## config.mk

```make
export PLATFORM = sky130hd
export DESIGN_NAME = logic_sweep_ctrl
export DESIGN_NICKNAME = d
export VERILOG_FILES = /design/src/rtl/logic_sweep_ctrl.sv
export SDC_FILE = /design/constraint.sdc
export NUM_CORES = 1
export LEC_CHECK = 0
export ABC_AREA = 0
export CAP_MARGIN = 20
export CORE_ASPECT_RATIO = 1.1
export CORE_MARGIN = 4
export CORE_UTILIZATION = 59
export CTS_CLUSTER_DIAMETER = 30
export DETAILED_ROUTE_END_ITERATION = 12
export DONT_BUFFER_PORTS = 1
export PLACE_DENSITY = 0.75
export SYNTH_ARGS = -nofsm -noshare
export SYNTH_HDL_FRONTEND = slang
export SYNTH_SLANG_ARGS = --single-unit
export TNS_END_PERCENT = 5
```

## constraint.sdc

```tcl
create_clock -name clk -period 2.4 [get_ports clk]
set_input_delay 0.48 -clock clk [delete_from_list [all_inputs] [get_ports clk]]
set_output_delay 0.48 -clock clk [all_outputs]
set_load 0.02 [all_outputs]
```

## src/rtl/logic_sweep_ctrl.sv

```systemverilog
// Deterministic truth-table sweep of a small combinational datapath: step every
// input vector, let it settle for DWELL cycles, capture d_in, compare to a golden table.
module logic_sweep_ctrl #(
  parameter int unsigned N_IN  = 3,
  parameter int unsigned DWELL = 4
) (
  input  logic                   clk,
  input  logic                   rst_n,
  input  logic                   start,
  input  logic                   abort,
  input  logic [(1<<N_IN)-1:0]   expected,
  input  logic                   d_in,
  output logic [N_IN-1:0]        vec_out,
  output logic                   busy,
  output logic                   done,
  output logic [(1<<N_IN)-1:0]   truth_tbl,
  output logic                   mismatch,
  output logic [N_IN-1:0]        err_idx
);

  localparam int unsigned NV = 1 << N_IN;

  typedef enum logic [1:0] {
    IDLE,
    SETTLE,
    SAMPLE,
    DONE
  } state_e;

  state_e          state_q, state_d;
  logic [N_IN-1:0] vec_q, vec_d;
  logic [7:0]      cnt_q, cnt_d;
  logic [NV-1:0]   exp_q, exp_d;
  logic [NV-1:0]   tbl_q, tbl_d;
  logic            mm_q, mm_d;
  logic [N_IN-1:0] err_q, err_d;
  logic [NV-1:0]   diff;
  logic [N_IN-1:0] first_diff;

  assign diff = tbl_q ^ exp_q;

  // Scan from the top so the lowest differing index is the last one written.
  always_comb begin
    first_diff = '0;
    for (int unsigned i = 0; i < NV; i++) begin
      if (diff[NV-1-i]) first_diff = N_IN'(NV - 1 - i);
    end
  end

  always_comb begin
    state_d = state_q;
    vec_d   = vec_q;
    cnt_d   = cnt_q;
    exp_d   = exp_q;
    tbl_d   = tbl_q;
    mm_d    = mm_q;
    err_d   = err_q;
    if (state_q != IDLE && abort) begin
      state_d = IDLE;
      vec_d   = '0;
    end else begin
      case (state_q)
        IDLE: begin
          if (start && !abort) begin
            state_d = SETTLE;
            vec_d   = '0;
            cnt_d   = '0;
            exp_d   = expected;
            tbl_d   = '0;
          end
        end
        SETTLE: begin
          cnt_d = cnt_q + 8'd1;
          if (cnt_q == 8'(DWELL - 1)) state_d = SAMPLE;
        end
        SAMPLE: begin
          tbl_d[vec_q] = d_in;
          cnt_d        = '0;
          if (vec_q == N_IN'(NV - 1)) begin
            state_d = DONE;
          end else begin
            vec_d   = vec_q + N_IN'(1);
            state_d = SETTLE;
          end
        end
        DONE: begin
          mm_d    = |diff;
          err_d   = first_diff;
          vec_d   = '0;
          state_d = IDLE;
        end
        default: state_d = IDLE;
      endcase
    end
  end

  always_ff @(posedge clk or negedge rst_n) begin
    if (!rst_n) begin
      state_q <= IDLE;
      vec_q   <= '0;
      cnt_q   <= '0;
      exp_q   <= '0;
      tbl_q   <= '0;
      mm_q    <= 1'b0;
      err_q   <= '0;
    end else begin
      state_q <= state_d;
      vec_q   <= vec_d;
      cnt_q   <= cnt_d;
      exp_q   <= exp_d;
      tbl_q   <= tbl_d;
      mm_q    <= mm_d;
      err_q   <= err_d;
    end
  end

  assign busy      = (state_q == SETTLE) || (state_q == SAMPLE);
  assign done      = (state_q == DONE);
  assign vec_out   = busy ? vec_q : '0;
  assign truth_tbl = tbl_q;
  assign mismatch  = mm_q;
  assign err_idx   = err_q;

endmodule

```

==> flow_summary.ini <==
[outcome]
status = finished, final reports clean

[global_routing]
antenna_found_initial = 0
gr-total-overflow = 0
grt_pass1_vias = 1323
grt_pass1_wl_mm = 6.38
grt_usage_pct = 19.1
grt_max_degree = 34

[clocking]
cts_resized = 0
clk_latency_ps = 340
h-tree-depth = 2
post_cts_buffers = 0
ctsHoldBuffers = 2
cts.sinks = 33
tritoncts = built
clockBufferDepth = 2
clk_pin_slew_ps = 100
numCtsBuffers = 5
root_buffer = clkbuf_4

[floorplanning]
die_y_um = 67.6
die_area_um2 = 4200
pin_count = 30
coreArea_um2 = 3070
rows = 21
fp.dieW_um = 62.2
initial_core_util_pct = 61.9

[sta]
slew_headroom_pct = 51.6
fin_crit_ps = 2050
finalSetupViolations = 0
setup_tns_ps = 0
drv_slew = 0
finClkSkew_ps = 9.86
hold_violations = 0
max_freq_ghz = 0.488
hold-worst-slack_ps = 287
worst_pin_slew_ps = 725
fin_crit_sh_pct = 85.4
rsz0062_at_grt = false

[hold_path]
min_to = exp_q[6]
hold_depth = 1
hp-class = input pin to flop
holdCritStartpoint = expected[6]

[cells_and_area]
finalNonFillerCells = 216
layout-drive-gt1-share_pct = 19.2
n_antenna_cell = 0
area_growth_pct = 8.02
final_nets = 201
fin_area_um2 = 2060
nFillCells = 241

[logic_synthesis]
synth_warnings = 0
synth_edf_count = 0
syn_inst = 178
synth_cell_type_count = 39
synth_compound_area_share_pct = 12.2
yosys.area_share.adder_pct = 4.60
synth-simple-area-share_pct = 20.5
ys_seq_area_share_pct = 43.4
synthMuxAreaShare_pct = 13.3
synthFlopType = dfrtp_1
yosys.area.top_type = dfrtp_1
synth_top_area_share_pct = 43.4
synth-xor-area-share_pct = 3.68
ys_seq_elements = 33
syn-num-nets = 198
synth_top_family_by_area = simple AND/OR/NAND/NOR gates
ys_async_sr_fraction_pct = 100
avgSynthCellArea_um2 = 10.7
netlist_area_um2 = 1900
synthTopCellsByArea = dfrtp_1, mux2_2, ha_1, a22o_1, xnor2_1

[critical_path]
crit_required_ps = 2680
reg2regPathDepth = 6
crit_buf_inv = 1
endpoint_kind = flop
crit_fanout = 9
r2r_slack_ps = 350
cp-start-kind = flop
cpPeakStageDelay_ps = 590
reg2reg_from = state_q[0]
crit_chain = inv_1, ha_1, nor2b_4, nor3b_1, mux2_2, a22o_1
timing.rr.end = truth_tbl[1]
path_class = flop to flop
cpLargestDelayFamily = simple AND/OR/NAND/NOR gates
arrival_ps = 2330
cp_slowest_cell = nor3b_1

[placed_design]
place_congestion = 0.818
dp.cells = 206
hpwl_mm = 2.67
place_area_um2 = 1920
portBuffers = 0

[power_and_ir_drop]
powerDensity_nw_per_um2 = 1110
p_leak_nw = 0.912
p_seq_share_pct = 39.3
swShare_pct = 37.1
power_mw = 2.29
p_int_mw = 1.44
pwr-share-clk_pct = 22.7
ir_drop_mv = 0.772
p_switching_mw = 0.849
p_comb_share_pct = 38.0

[run]
cap_violations = 0

[routing]
drt-total-wl_mm = 3.63
ant_nets = 0
dr.pass1.iters = 5
num_vias = 1336
first_iter_violations = 85
wl_per_cell_um = 16.8
drc = 0
vias_per_cell = 6.19
-- cell usage in the layout, fill, tap and decap left out, drive strengths merged, types with 2 or more instances in the layout --
master	instances
o211ai	2
inv	2
nor2b	6
nand2	14
and2	7
nor2	7
mux2	18
clkbuf	5
nor3	4
xnor2	7
bufinv	2
nand3	6
nor3b	3
a22o	9
o31ai	3
nand2b	7
a21oi	3
nand3b	4
dfrtp	33
nor4b	2
buf	3
or2	2
ha	7
mux2i	5
o21ai	6
and3	2
-- final cells by class --
| type | count | area, um2 | area share (%) |
|---|---|---|---|
| Clock buffer | 5 | 37.5 | 1.82 |
| Clock inverter | 3 | 65.1 | 3.16 |
| Timing Repair Buffer | 4 | 45.0 | 2.19 |
| Multi-Input combinational cell | 135 | 1030 | 50.2 |
| Sequential cell | 33 | 826 | 40.1 |
| Inverter | 2 | 7.51 | 0.365 |
| Tap cell | 34 | 42.5 | 2.07 |
-- kinds of logic after synthesis --
kind of cell,Yosys count
AO/OA/AOI/OAI,30
XOR/XNOR,8
adder cells (fa/ha/maj),7
buffers and inverters,10
flip-flops,33
multiplexers,23
AND/OR/NAND/NOR,67
-- how the worst max path moves through the flow --
stage,from,endpoint,cells after the start
2_1_floorplan,state_q[0],cnt_q[6],7
3_3_place_gp,state_q[0],truth_tbl[2],6
3_5_place_dp,state_q[0],truth_tbl[1],6
4_1_cts,state_q[0],truth_tbl[1],6
5_1_grt,state_q[0],truth_tbl[3],6
6_report,state_q[0],truth_tbl[1],6
-- Yosys cell counts, types with 2 or more instances --
cell,n
nor2_1,7
and3_1,2
mux2_2,18
dfrtp_1,33
nand3b_1,4
mux2i_1,5
nand3_1,6
nor2b_1,5
nor3_1,4
a21oi_1,3
clkbuf_1,7
nand2b_1,7
a22o_1,9
nor3b_1,3
o31ai_1,2
o211ai_1,2
o21ai_0,6
xnor2_1,7
and2_1,7
or2_2,2
inv_1,2
nand2_1,14
ha_1,7
-- power by group through the flow --
stage          registers [mW]  logic [mW]  clock network, mW
3_3_place_gp            0.906       0.815                  0
3_5_place_dp            0.915       0.850                  0
2_1_floorplan           0.861       0.755                  0
5_1_grt                 0.927       0.969              0.556
4_1_cts                 0.903       0.871              0.528
6_report                0.900       0.869              0.519
-- registers in the layout (all words and copies together) (netlist names) --
register and flops:
vec_q 3, state_q 2, exp_q 8, cnt_q 8, mismatch 1, err_idx 3, truth_tbl 8
-- per-layer routing --
layer  part of all wire [%]  routed length (um)  GRT usage, %  up-vias
met2                     51                1870          32.6       31
met4                    1.6                  58          8.13        0
met5                      0                   0             0        -
li1                       -                   -             -      647
met3                    6.3                 227          7.15        8
met1                     41                1480          21.7      650
-- metrics by stage --
stage | setup slack (ps) | utilization (%)
3_5_place_dp | 338 | 62.6
3_3_place_gp | 446 | 62.6
4_1_cts | 308 | 66.9
2_1_floorplan | 526 | -
6_report | 351 | 66.9
5_1_grt | 110 | 66.9
Note: power is estimated with default switching activity, not from simulation.
